### src/rtl/arb_pkg.sv
// Shared definitions for the two-requester round-robin arbiter:
// state encodings and the timeout counter width helper.
package arb_pkg;

    typedef enum logic [1:0] {
        ST_IDLE  = 2'd0,
        ST_BUSY0 = 2'd1,
        ST_BUSY1 = 2'd2
    } arb_state_e;

    // The counter must hold TIMEOUT_CYCLES-1 as its terminal value.
    function automatic int cnt_width(input int timeout_cycles);
        return (timeout_cycles <= 2) ? 1 : $clog2(timeout_cycles);
    endfunction

endpackage

### src/rtl/mux2.sv
// Generic 2:1 data select used for the shared write path.
module mux2 #(
    parameter int WIDTH = 32
) (
    input  logic             sel_i,
    input  logic [WIDTH-1:0] a_i,
    input  logic [WIDTH-1:0] b_i,
    output logic [WIDTH-1:0] y_o
);

    assign y_o = sel_i ? b_i : a_i;

endmodule

### src/rtl/rr2_pick.sv
// Round-robin winner pick for two requesters: on contention the requester
// that did not hold the bus last wins; otherwise the sole requester wins.
module rr2_pick (
    input  logic req0_i,
    input  logic req1_i,
    input  logic last_gnt_i,
    output logic winner_o,
    output logic any_o
);

    assign any_o    = req0_i | req1_i;
    assign winner_o = (req0_i & req1_i) ? ~last_gnt_i : req1_i;

endmodule

### src/rtl/bus_arbiter_rr2.sv
// Two-requester round-robin arbiter driving a shared WIDTH-bit write path.
// Optional forced release after TIMEOUT_CYCLES busy cycles with ARB_TIMEOUT_EN.
module bus_arbiter_rr2
    import arb_pkg::*;
#(
    parameter int WIDTH          = 32,
    parameter int TIMEOUT_CYCLES = 16
) (
    input  logic             clk,
    input  logic             rst_n,
    input  logic             req0,
    input  logic             req1,
    input  logic [WIDTH-1:0] data0,
    input  logic [WIDTH-1:0] data1,
    input  logic             done,
    output logic             gnt0,
    output logic             gnt1,
    output logic             mux_sel,
    output logic             bus_valid,
    output logic [WIDTH-1:0] bus_data,
    output logic             timeout
);

    if (TIMEOUT_CYCLES < 2) begin : g_param_check
        $error("TIMEOUT_CYCLES must be at least 2");
    end

    arb_state_e state_q, state_d;
    logic       last_gnt_q, last_gnt_d;
    logic       mux_sel_q, mux_sel_d;
    logic       busy, cur, release_now, expire;
    logic       pick_last, winner, any;

    assign busy = (state_q == ST_BUSY0) || (state_q == ST_BUSY1);
    assign cur  = (state_q == ST_BUSY1);

`ifdef ARB_TIMEOUT_EN
    localparam int CNT_W = cnt_width(TIMEOUT_CYCLES);

    logic [CNT_W-1:0] cnt_q, cnt_d;
    logic             timeout_q, timeout_d;

    assign expire = busy && !done && (cnt_q == CNT_W'(TIMEOUT_CYCLES - 1));
    // A completed transaction or re-grant starts a fresh count.
    assign cnt_d     = (busy && !release_now) ? cnt_q + 1'b1 : '0;
    assign timeout_d = release_now && expire;

    always_ff @(posedge clk or negedge rst_n) begin
        if (!rst_n) begin
            cnt_q     <= '0;
            timeout_q <= 1'b0;
        end else begin
            cnt_q     <= cnt_d;
            timeout_q <= timeout_d;
        end
    end

    assign timeout = timeout_q;
`else
    assign expire  = 1'b0;
    assign timeout = 1'b0;
`endif

    assign release_now = busy && (done || expire);
    // Seeding the picker with the finishing owner yields "other first, then
    // re-grant, else idle" from the same round-robin rule used in IDLE.
    assign pick_last = release_now ? cur : last_gnt_q;

    rr2_pick u_pick (
        .req0_i     (req0),
        .req1_i     (req1),
        .last_gnt_i (pick_last),
        .winner_o   (winner),
        .any_o      (any)
    );

    // NOTE: every signal is defaulted first so no path through the case leaves one unassigned (no latches).
    always_comb begin
        state_d    = state_q;
        last_gnt_d = last_gnt_q;
        mux_sel_d  = mux_sel_q;
        case (state_q)
            ST_IDLE: begin
                if (any) begin
                    state_d   = winner ? ST_BUSY1 : ST_BUSY0;
                    mux_sel_d = winner;
                end
            end
            ST_BUSY0, ST_BUSY1: begin
                if (release_now) begin
                    last_gnt_d = cur;
                    if (any) begin
                        state_d   = winner ? ST_BUSY1 : ST_BUSY0;
                        mux_sel_d = winner;
                    end else begin
                        state_d = ST_IDLE;
                    end
                end
            end
            default: state_d = ST_IDLE;
        endcase
    end

    // NOTE: state registers use non-blocking assignments so all flops update together on the edge.
    always_ff @(posedge clk or negedge rst_n) begin
        if (!rst_n) begin
            state_q    <= ST_IDLE;
            last_gnt_q <= 1'b1;
            mux_sel_q  <= 1'b0;
        end else begin
            state_q    <= state_d;
            last_gnt_q <= last_gnt_d;
            mux_sel_q  <= mux_sel_d;
        end
    end

    assign gnt0      = (state_q == ST_BUSY0);
    assign gnt1      = (state_q == ST_BUSY1);
    assign mux_sel   = mux_sel_q;
    assign bus_valid = gnt0 | gnt1;

    mux2 #(.WIDTH(WIDTH)) u_data_mux (
        .sel_i (mux_sel_q),
        .a_i   (data0),
        .b_i   (data1),
        .y_o   (bus_data)
    );

endmodule
### config.mk
export PLATFORM = sky130hd
export DESIGN_NAME = bus_arbiter_rr2
export DESIGN_NICKNAME = d
export VERILOG_FILES = /design/src/rtl/arb_pkg.sv /design/src/rtl/mux2.sv /design/src/rtl/rr2_pick.sv /design/src/rtl/bus_arbiter_rr2.sv
export SDC_FILE = /design/constraint.sdc
export NUM_CORES = 1
export LEC_CHECK = 0
export CORE_MARGIN = 2
export CORE_UTILIZATION = 22
export DETAILED_ROUTE_END_ITERATION = 6
export PLACE_DENSITY_LB_ADDON = 0.05
export SETUP_SLACK_MARGIN = 0.5
export SYNTH_ARGS = -nofsm -noshare
export SYNTH_HDL_FRONTEND = slang
export SYNTH_SLANG_ARGS = --single-unit
### constraint.sdc
create_clock -name clk -period 1.5 [get_ports clk]
set_input_delay 0.15 -clock clk [delete_from_list [all_inputs] [get_ports clk]]
set_output_delay 0.15 -clock clk [all_outputs]
set_load 0.005 [all_outputs]
# Yosys cells after proc, flatten, opt, wreduce, memory -nomap -nowiden

Cells that the tools add are included.

Equality and inequality tests: 4
Multiplexer cells: 11
Bitwise gates (word level): 4
Reductions and logical operators: 7

Operators by type and width:

| kind                                                                  | count |
|---|---|
| 32-bit two-way mux                                                    | 1 |
| 2-bit two-way mux                                                     | 4 |
| 1-bit two-way mux                                                     | 4 |
| 2-bit != test, second input constant                                  | 2 |
| 2-bit case mux with 2 select lines                                    | 1 |
| 2-bit AND reduction                                                   | 2 |
| 2-bit by 1-bit equality test with 1-bit output, second input constant | 1 |
| 2-bit equality test, second input constant                            | 1 |
| 2-bit zero test                                                       | 1 |
| 1-bit OR                                                              | 2 |
| 1-bit case mux with 2 select lines                                    | 1 |
| 2-bit nonzero test                                                    | 1 |
| 2-bit OR reduction                                                    | 1 |
| 1-bit AND                                                             | 1 |
| 1-bit logical AND                                                     | 1 |
| 1-bit logical OR                                                      | 1 |
| 1-bit inverter                                                        | 1 |

Bits in registers: 4
Input bits: 69
Output and inout bits: 37

# Longest topological paths before layout

Gate-level depths: netlist (run 1).

Depth in word-level cells: 10
Mapped depth: 7
Gate-level depth less buffers: 6

# Hierarchy

Synthesis (run 1) repeated with hierarchy kept, for this count alone.

Cell total of the unflattened synthesis: 63
Area, all modules: 845.8 sq um

Modules (own cells, without submodules):

| module          | instances | cells an instance | area each (sq um) | sequential area each (sq um) |
|---|---|---|---|---|
| mux2            | 1         | 36                | 544.3             | 0.0 |
| bus_arbiter_rr2 | 1         | 25                | 287.8             | 101.3 |
| rr2_pick        | 1         | 2                 | 13.8              | 0.0 |

# Worst setup path after synthesis (run 1)

OpenSTA, ideal clock, no wires.

Kind: reg-to-reg
From: reg state_q[0]
To: reg state_q[1]
Library setup time: 0.121 ns
Arrival: 1.450 ns
Required time: 1.379 ns
Setup slack: -0.071 ns
Cell stages (with the launch flop): 8
Period minus slack after synthesis: 1.571 ns
Path through: dfrtp_1 -> inv_1 -> ha_1 -> buf_6 -> a21bo_4 -> nand3_2 -> o211ai_1 -> a22o_1

Longest elaborated chain between the ends: 10

RTL lines:

| item                                                                                         | line                                                                | source |
|---|---|---|
| start: declaration                                                                           | bus_arbiter_rr2.sv:28                                               | `arb_state_e state_q, state_d;` |
| start signal: assignment                                                                     | bus_arbiter_rr2.sv:111                                              | `state_q <= state_d;` |
| 2-bit by 1-bit equality test with 1-bit output / 2-bit equality test (equally long branches) | bus_arbiter_rr2.sv:34, bus_arbiter_rr2.sv:82, bus_arbiter_rr2.sv:35 |  |
| 1-bit logical OR                                                                             | bus_arbiter_rr2.sv:34                                               | `assign busy = (state_q == ST_BUSY0) \|\| (state_q == ST_BUSY1);` |
| 1-bit logical AND                                                                            | bus_arbiter_rr2.sv:64                                               | `assign release_now = busy && (done \|\| expire);` |
| 1-bit two-way mux                                                                            | n/a                                                                 |  |
| 1-bit inverter                                                                               | rr2_pick.sv:12                                                      | `assign winner_o = (req0_i & req1_i) ? ~last_gnt_i : req1_i;` |
| 1-bit two-way mux                                                                            | rr2_pick.sv:12                                                      |  |
| 2-bit two-way mux                                                                            | bus_arbiter_rr2.sv:85, bus_arbiter_rr2.sv:93                        |  |
| 2-bit two-way mux                                                                            | bus_arbiter_rr2.sv:92                                               | `if (any) begin` |
| 2-bit two-way mux                                                                            | bus_arbiter_rr2.sv:90                                               | `if (release_now) begin` |
| 2-bit case mux with 2 select lines                                                           | bus_arbiter_rr2.sv:82                                               | `case (state_q)` |

Several ways; a longest one is shown, not always the timed one. The select of a mux whose other input is x is not followed.
A chain may end at the register's enable or synchronous reset.

# Final worst setup path (run 1)

From: reg mux_sel_q, in the netlist mux_sel
To: out bus_data[27]

Longest elaborated chain between the ends: 1

RTL lines:

| item                     | line                   | source |
|---|---|---|
| start: declaration       | bus_arbiter_rr2.sv:30  | `logic mux_sel_q, mux_sel_d;` |
| start signal: assignment | bus_arbiter_rr2.sv:113 | `mux_sel_q <= mux_sel_d;` |
| 32-bit two-way mux       | mux2.sv:11             | `assign y_o = sel_i ? b_i : a_i;` |
| end: declaration         | bus_arbiter_rr2.sv:20  | `output logic [WIDTH-1:0] bus_data,` |

No other way between the ends.

==> results of run 1 <==
## flip-flops by register name, summed over array words and instances, names as in the netlist
register / flops
last_gnt_q: 1
state_q: 2
mux_sel: 1
## per-stage QoR
stage               hold WS [ps]  instances  cell area [um^2]  TNS (ps)  worst slack [ps]
finish                       113        245              2290      -451             -27.1
global route                 117        245              2290     -1830              -108
CTS                          110        243              2240      -739             -41.0
detailed placement           367        227              2020      -349             -38.8
global placement             364        227              2020      -147             -16.5
floorplan                   -146         77               921         0              39.5
## layer usage
layer	GRT usage	vias to the layer above	part of all wire
li1	-	525	-
met2	0.327	67	0.53
met3	0.0505	2	0.088
met5	0	-	0
met1	0.178	498	0.37
met4	0.0361	0	0.0076
## final timing paths
| kind | slack [ps] | cells past startpoint | to |
|---|---|---|---|
| max in group asynchronous | 1150 | 1 | last_gnt_q |
| worst max-delay path | -30 | 4 | bus_data[27] |
| worst min-delay path | 110 | 1 | state_q[1] |
| worst max register to register | -20 | 7 | state_q[1] |
| min in group clk | 610 | 2 | last_gnt_q |
| worst min register to register | 610 | 2 | last_gnt_q |
## layout by cell type, fill, tap and decap left out
master and count:
a21bo_4 1, a21oi_2 1, a22o_1 2, a31o_1 1
a31oi_1 1, a32oi_1 1, buf_12 4, buf_16 2
buf_2 4, buf_4 8, buf_6 37, clkbuf_1 1
clkbuf_2 1, clkbuf_4 3, clkdlybuf4s15_1 1, clkdlybuf4s50_1 68
conb_1 1, dfrtp_1 2, dfrtp_2 1, dfstp_2 1
ha_1 2, ha_4 3, inv_1 3, inv_2 2
mux2_2 3, mux2_4 29, nand2_1 3, nand2_2 2
nand2b_1 1, nand2b_4 1, nand3_1 2, nand3_2 1
nand4_1 1, nor2_2 1, o211ai_1 2, o21ai_4 1
o22ai_2 1
## logic make-up after synthesis
family	synth area share
simple gates	0.0942
flops	0.134
mux	0.476
compound gates	0.117
buf+inv	0.0909
other cells	0.00495
fa+ha+maj	0.0826
## synthesized netlist by cell type (2+ instances only)
| library cell | instances | area (um^2) |
|---|---|---|
| nand2_1 | 4 | 15.0 |
| o211ai_1 | 2 | 15.0 |
| mux2_2 | 15 | 169 |
| a22o_1 | 2 | 17.5 |
| ha_1 | 5 | 62.6 |
| buf_6 | 2 | 22.5 |
| buf_2 | 4 | 20.0 |
| inv_1 | 5 | 18.8 |
| nand3_1 | 2 | 10.0 |
| mux2_1 | 17 | 191 |
| dfrtp_1 | 3 | 75.1 |
## what timing repair did
item | in CTS | in global routing
buffers inserted | 10 | 2
pin swaps | 4 | 0
cloned | 2 | 0
resized for setup | 179 | 10
endpoints found under the setup margin | 40 | 40
## power by group through the flow
stage | Sequential [mW] | Clock [mW] | Combinational, mW
final | 0.224 | 0.147 | 3.10
after global routing | 0.233 | 0.161 | 3.29
after CTS | 0.225 | 0.154 | 2.96
after detailed placement | 0.230 | 0 | 2.37
after global placement | 0.228 | 0 | 2.33
after floorplan | 0.213 | 0 | 1.39
## layout make-up
cell class	count	area share
repair buffers	125	0.579
multi-input cells	61	0.331
flip-flops and latches	4	0.0448
well taps	46	0.0251
clock buffers	4	0.0115
inverters	5	0.00819
==> flow_summary_export.csv, run 1 <==
group,metric,value,unit
synth,ys.flop_type,"dfrtp_1",
global_routing,grt_remaining_overflow,0,
global_routing,grt_pass1_vias,1128,
placement,io_buffer_count,104,
clocking,clk_path_buf_depth,2,
drt,routedWlPerCell,14.4,um
clocking,clkSinkCount,4,
clocking,clk_pin_slew,40,ps
worst_hold_path,hold_class,"input pin to asynchronous set/reset pin",
die,num_rows,21,
synth,avgSynthCellArea,9.83,um^2
worst_setup_path,critical_path_buf_inv_count,3,
die,ioPinCount,106,
drt,wl,3530,um
worst_setup_path,arrival,1380,ps
power,p_per_area,1510,mW/mm^2
synth,seq_area_frac_synth,0.134,
sta,fmax,655,MHz
final_layout,antenna_cells,0,
power,p_leak,1.06,nW
power,internal_power,2.32,mW
run_status,violations,"negative setup slack",
power,combPwrFrac,0.893,
synth,ys_warn_count,0,
worst_setup_path,cp_slowest_stage_delay,440,ps
worst_setup_path,critical_path.top_delay_family,"flip-flops",
clocking,cts_root_buf,"clkbuf_4",
clocking,cts.htree.levels,1,
worst_setup_path,required,1350,ps
final_layout,nets,274,
drt,drtIter0Drc,21,
synth,syn_area,757,um^2
worst_setup_path,crit_fanout,7,
job,maxCapViolCount,0,
clocking,cts_hold_buffers,0,
power,peakVddDrop,1580,uV
final_layout,area_delta_synth_final,203,%
final_layout,register_area,103,um^2
power,pwr-share-seq,0.065,
drt,antenna_left,0,
final_layout,nFillCells,267,
sta,period_minus_slack,1530,ps
sta,final_max_slew_viol_count,0,
worst_setup_path,crit_top_cell,"buf_6",
sta,setup_viol,28,
sta,clock_skew,3.84,ps
worst_setup_path,crit_slowest_cell,"dfrtp_2",
worst_setup_path,setup.worst_path.end_class,"primary output",
global_routing,antenna_found_initial,0,
synth,synth_enable_flop_cells,0,
worst_setup_path,start_kind,"register",
power,power,3.47,mW
run_status,status,"complete, but fails checks",
drt,viasPerCell,4.46,
final_layout,drive_gt1_frac,0.538,
final_layout,postLayoutCoreUtil,0.692,
sta,final-hold-violation-count,0,
worst_setup_path,crit_chain,"buf_6, buf_16, mux2_4, buf_6",
global_routing,track_usage,0.169,
worst_setup_path,crit_type,"register to primary output",
die,start_util,0.229,
global_routing,grt_pass1_wl,5330,um
synth,async_flop_share,1.00,
worst_setup_path,startpoint,"mux_sel",
placement,place.gp.congestion,0.768,
drt,drcViolationCount,0,
global_routing,grt_max_degree,9,
sta,finalWorstSetupSlack,-27.1,ps
sta,fin_crit_sh,1.02,
power,p_switching,1.15,mW
power,p_clk_frac,0.042,
die,dieArea,0.00393,mm^2
placement,dp_hpwl,2730,um
synth,netlist_instances,77,
synth,syn_nets,151,
clocking,clk_latency,240,ps
power,swShare,0.332,
drt,num_vias,1092,
die,core,0.00331,mm^2
clocking,cts_tree,"built",
synth,synth_seq_cells,4,
sta,grt_setup_unrepaired,"true",
synth,post_synth_num_cell_types,27,
die,die_x,62.7,um
die,die_y,62.7,um
final_layout,multi_input_area,759,um^2
clocking,cts_buffers,3,
drt,firstDrtPassIters,4,
worst_setup_path,timing.rr.start,"state_q[0]",
(Power assumes the default switching activity.)
==> inputs of run 2 (changes only) <==
--- a/config.mk
+++ b/config.mk
@@ -5,11 +5,13 @@
 export SDC_FILE = /design/constraint.sdc
 export NUM_CORES = 1
 export LEC_CHECK = 0
+export ABC_AREA = 1
 export CORE_MARGIN = 2
-export CORE_UTILIZATION = 22
+export CORE_UTILIZATION = 23
 export DETAILED_ROUTE_END_ITERATION = 6
 export PLACE_DENSITY_LB_ADDON = 0.05
 export SETUP_SLACK_MARGIN = 0.5
 export SYNTH_ARGS = -nofsm -noshare
 export SYNTH_HDL_FRONTEND = slang
+export SYNTH_HIERARCHICAL = 1
 export SYNTH_SLANG_ARGS = --single-unit
==> run 2 against run 1 <==
The flow still finishes with violations (negative setup slack). Via count grew 23%. Utilization is 0.85 points lower. Critical path depth increased by 3. Largest cell class unchanged.
==> flow_summary_export.csv, run 2 <==
group,metric,value,unit
sta,grt_setup_unrepaired,"true",
clocking,cts_root_buf,"clkbuf_4",
job,maxCapViolCount,0,
drt,drcViolationCount,0,
drt,wl,4000,um
global_routing,track_usage,0.201,
synth,post_synth_num_cell_types,19,
worst_setup_path,crit_type,"register to primary output",
die,core,0.00334,mm^2
worst_setup_path,setup.worst_path.end_class,"primary output",
clocking,cts_tree,"built",
final_layout,largest_reg_flops,2,
run_status,violations,"negative setup slack",
final_layout,drive_gt1_frac,0.467,
placement,io_buffer_count,104,
placement,place.gp.congestion,0.754,
sta,clock_skew,11.6,ps
final_layout,top_register,"state_q",
synth,ys_warn_count,6,
synth,seq_area_frac_synth,0.128,
clocking,clk_path_buf_depth,2,
synth,syn_area,795,um^2
final_layout,final_cell_mix,"clkdlybuf4s50_1 (68), nand2_1 (57), nand2_2 (41)",
sta,fmax,650,MHz
worst_setup_path,required,1350,ps
die,dieArea,0.00394,mm^2
clocking,clk_latency,260,ps
sta,finalWorstSetupSlack,-38.2,ps
drt,antenna_left,0,
drt,num_vias,1347,
final_layout,area_delta_synth_final,187,%
sta,period_minus_slack,1540,ps
global_routing,grt_pass1_vias,1297,
worst_setup_path,r2r-end,"state_q[0]",
run_status,status,"complete, but fails checks",
placement,dp_hpwl,2450,um
clocking,clkSinkCount,4,
sta,setup_tns,-164,ps
die,num_rows,21,
final_layout,nFillCells,289,
clocking,cts.htree.levels,1,
power,p_leak,1.15,nW
sta,final-hold-violation-count,0,
synth,netlist_top_cells_area,"nand2_1 (45%), dfrtp_1 (9.4%), nand2_2 (8.7%)",
sta,fin_crit_sh,1.03,
synth,synth_seq_cells,4,
global_routing,antenna_found_initial,0,
power,peakVddDrop,1150,uV
worst_setup_path,reg2regPathDepth,8,
placement,place_ws,0.779,ps
final_layout,nets,348,
sta,setup_viol,11,
final_layout,antenna_cells,0,
global_routing,grt_pass1_wl,6380,um
worst_hold_path,hold_class,"input pin to asynchronous set/reset pin",
synth,synth_common_cells,"nand2_1 (96), nand2_2 (11), inv_1 (6), ha_1 (4)",
synth,async_flop_share,1.00,
clocking,clk_pin_slew,50,ps
worst_setup_path,arrival,1390,ps
worst_setup_path,timing.rr.start,"state_q[0]",
synth,synth_enable_flop_cells,0,
drt,drtIter0Drc,23,
synth,ys.flop_type,"dfrtp_1",
clocking,cts_hold_buffers,0,
die,die_y,62.8,um
synth,yosysMostFrequentCell,"nand2_1",
die,ioPinCount,106,
drt,routedWlPerCell,12.5,um
die,die_x,62.8,um
drt,firstDrtPassIters,4,
worst_setup_path,start_kind,"register",
global_routing,grt_max_degree,9,
synth,syn_nets,218,
synth,yosysTopAreaCellShare,0.454,
synth,netlist_instances,145,
drt,viasPerCell,4.21,
sta,final_max_slew_viol_count,0,
worst_setup_path,crit_fanout,8,
synth,avgSynthCellArea,5.48,um^2
power,p_per_area,1560,mW/mm^2
global_routing,grt_remaining_overflow,0,
worst_setup_path,r2r_slack,10,ps
synth,netlist.top_cell.by_area,"nand2_1",
clocking,cts_buffers,3,
final_layout,mostFrequentLayoutCell,"clkdlybuf4s50_1",
die,start_util,0.238,
[run 2: worst max-delay path: stages, from the launching register on]
cell and delay (ps):
dfrtp_2 430, buf_6 130, buf_12 140, buf_8 130
inv_16 80, nand2_2 50, nand2_1 50, buf_2 100
[run 2: logic make-up (layout without fill, tap and decap cells)]
kind of cell	Yosys count	after routing	synth area share
and+or+nand+nor	115	115	0.592
buffers and inverters	15	144	0.172
AOI/OAI and AO/OA	6	6	0.0409
adders and majority gates	4	4	0.0630
DFF	4	4	0.128
other	1	1	0.00472
[run 2: repair_timing]
| item | 4_1_cts | 5_1_grt |
|---|---|---|
| gates resized for setup | 188 | 50 |
| pin swaps | 6 | 12 |
| cloned | 5 | 0 |
| setup endpoints to repair | 40 | 40 |
| buffers inserted | 15 | 4 |
[run 2: worst max-delay path by stage]
| stage | startpoint | endpoint | slack (ps) | cells past startpoint |
|---|---|---|---|---|
| 2_1_floorplan | state_q[0] | state_q[0] | 120 | 8 |
| 3_5_place_dp | mux_sel | bus_data[2] | 0.8 | 4 |
| 4_1_cts | mux_sel | bus_data[21] | -5 | 7 |
| 5_1_grt | state_q[0] | state_q[0] | -100 | 8 |
| 3_3_place_gp | mux_sel | bus_data[2] | 20 | 4 |
| 6_report | mux_sel | bus_data[21] | -40 | 7 |
[run 2: cell type report]
cell class / instances / area, um^2 / area share
inverter: 7 / 38.8 / 0.0170
multi-input combinational: 126 / 744 / 0.326
clock buffer: 4 / 26.3 / 0.0115
timing repair buffer: 131 / 1280 / 0.559
sequential: 4 / 103 / 0.0450
timing repair inverter: 2 / 36.3 / 0.0159
tap: 46 / 57.6 / 0.0252
[run 2: metrics by stage]
stage          total power, mW  instance area, um^2  hold WS (ps)  std cells   util
3_3_place_gp              2.33                 1850           381        292  0.554
5_1_grt                   3.85                 2280           106        320  0.684
3_5_place_dp              2.33                 1850           381        292  0.554
6_report                  3.55                 2280           102        320  0.684
4_1_cts                   3.19                 2100          98.2        316  0.628
2_1_floorplan             1.36                  815          -146        145      -
[run 2: metal layers]
| layer | global-route usage | up-vias | share of wire |
|---|---|---|---|
| met5 | 0 | - | 0 |
| met4 | 0.0389 | 0 | 0.016 |
| met3 | 0.0613 | 6 | 0.068 |
| met2 | 0.364 | 67 | 0.51 |
| met1 | 0.232 | 576 | 0.40 |
| li1 | - | 698 | - |
[run 2: power breakdown]
| part | leakage (nW) | switching, mW | internal, mW | total [mW] |
|---|---|---|---|---|
| Combinational | 1.09 | 1.38 | 1.79 | 3.17 |
| Clock | 0.0150 | 0.0662 | 0.101 | 0.167 |
| Sequential | 0.0472 | 0.0454 | 0.173 | 0.219 |
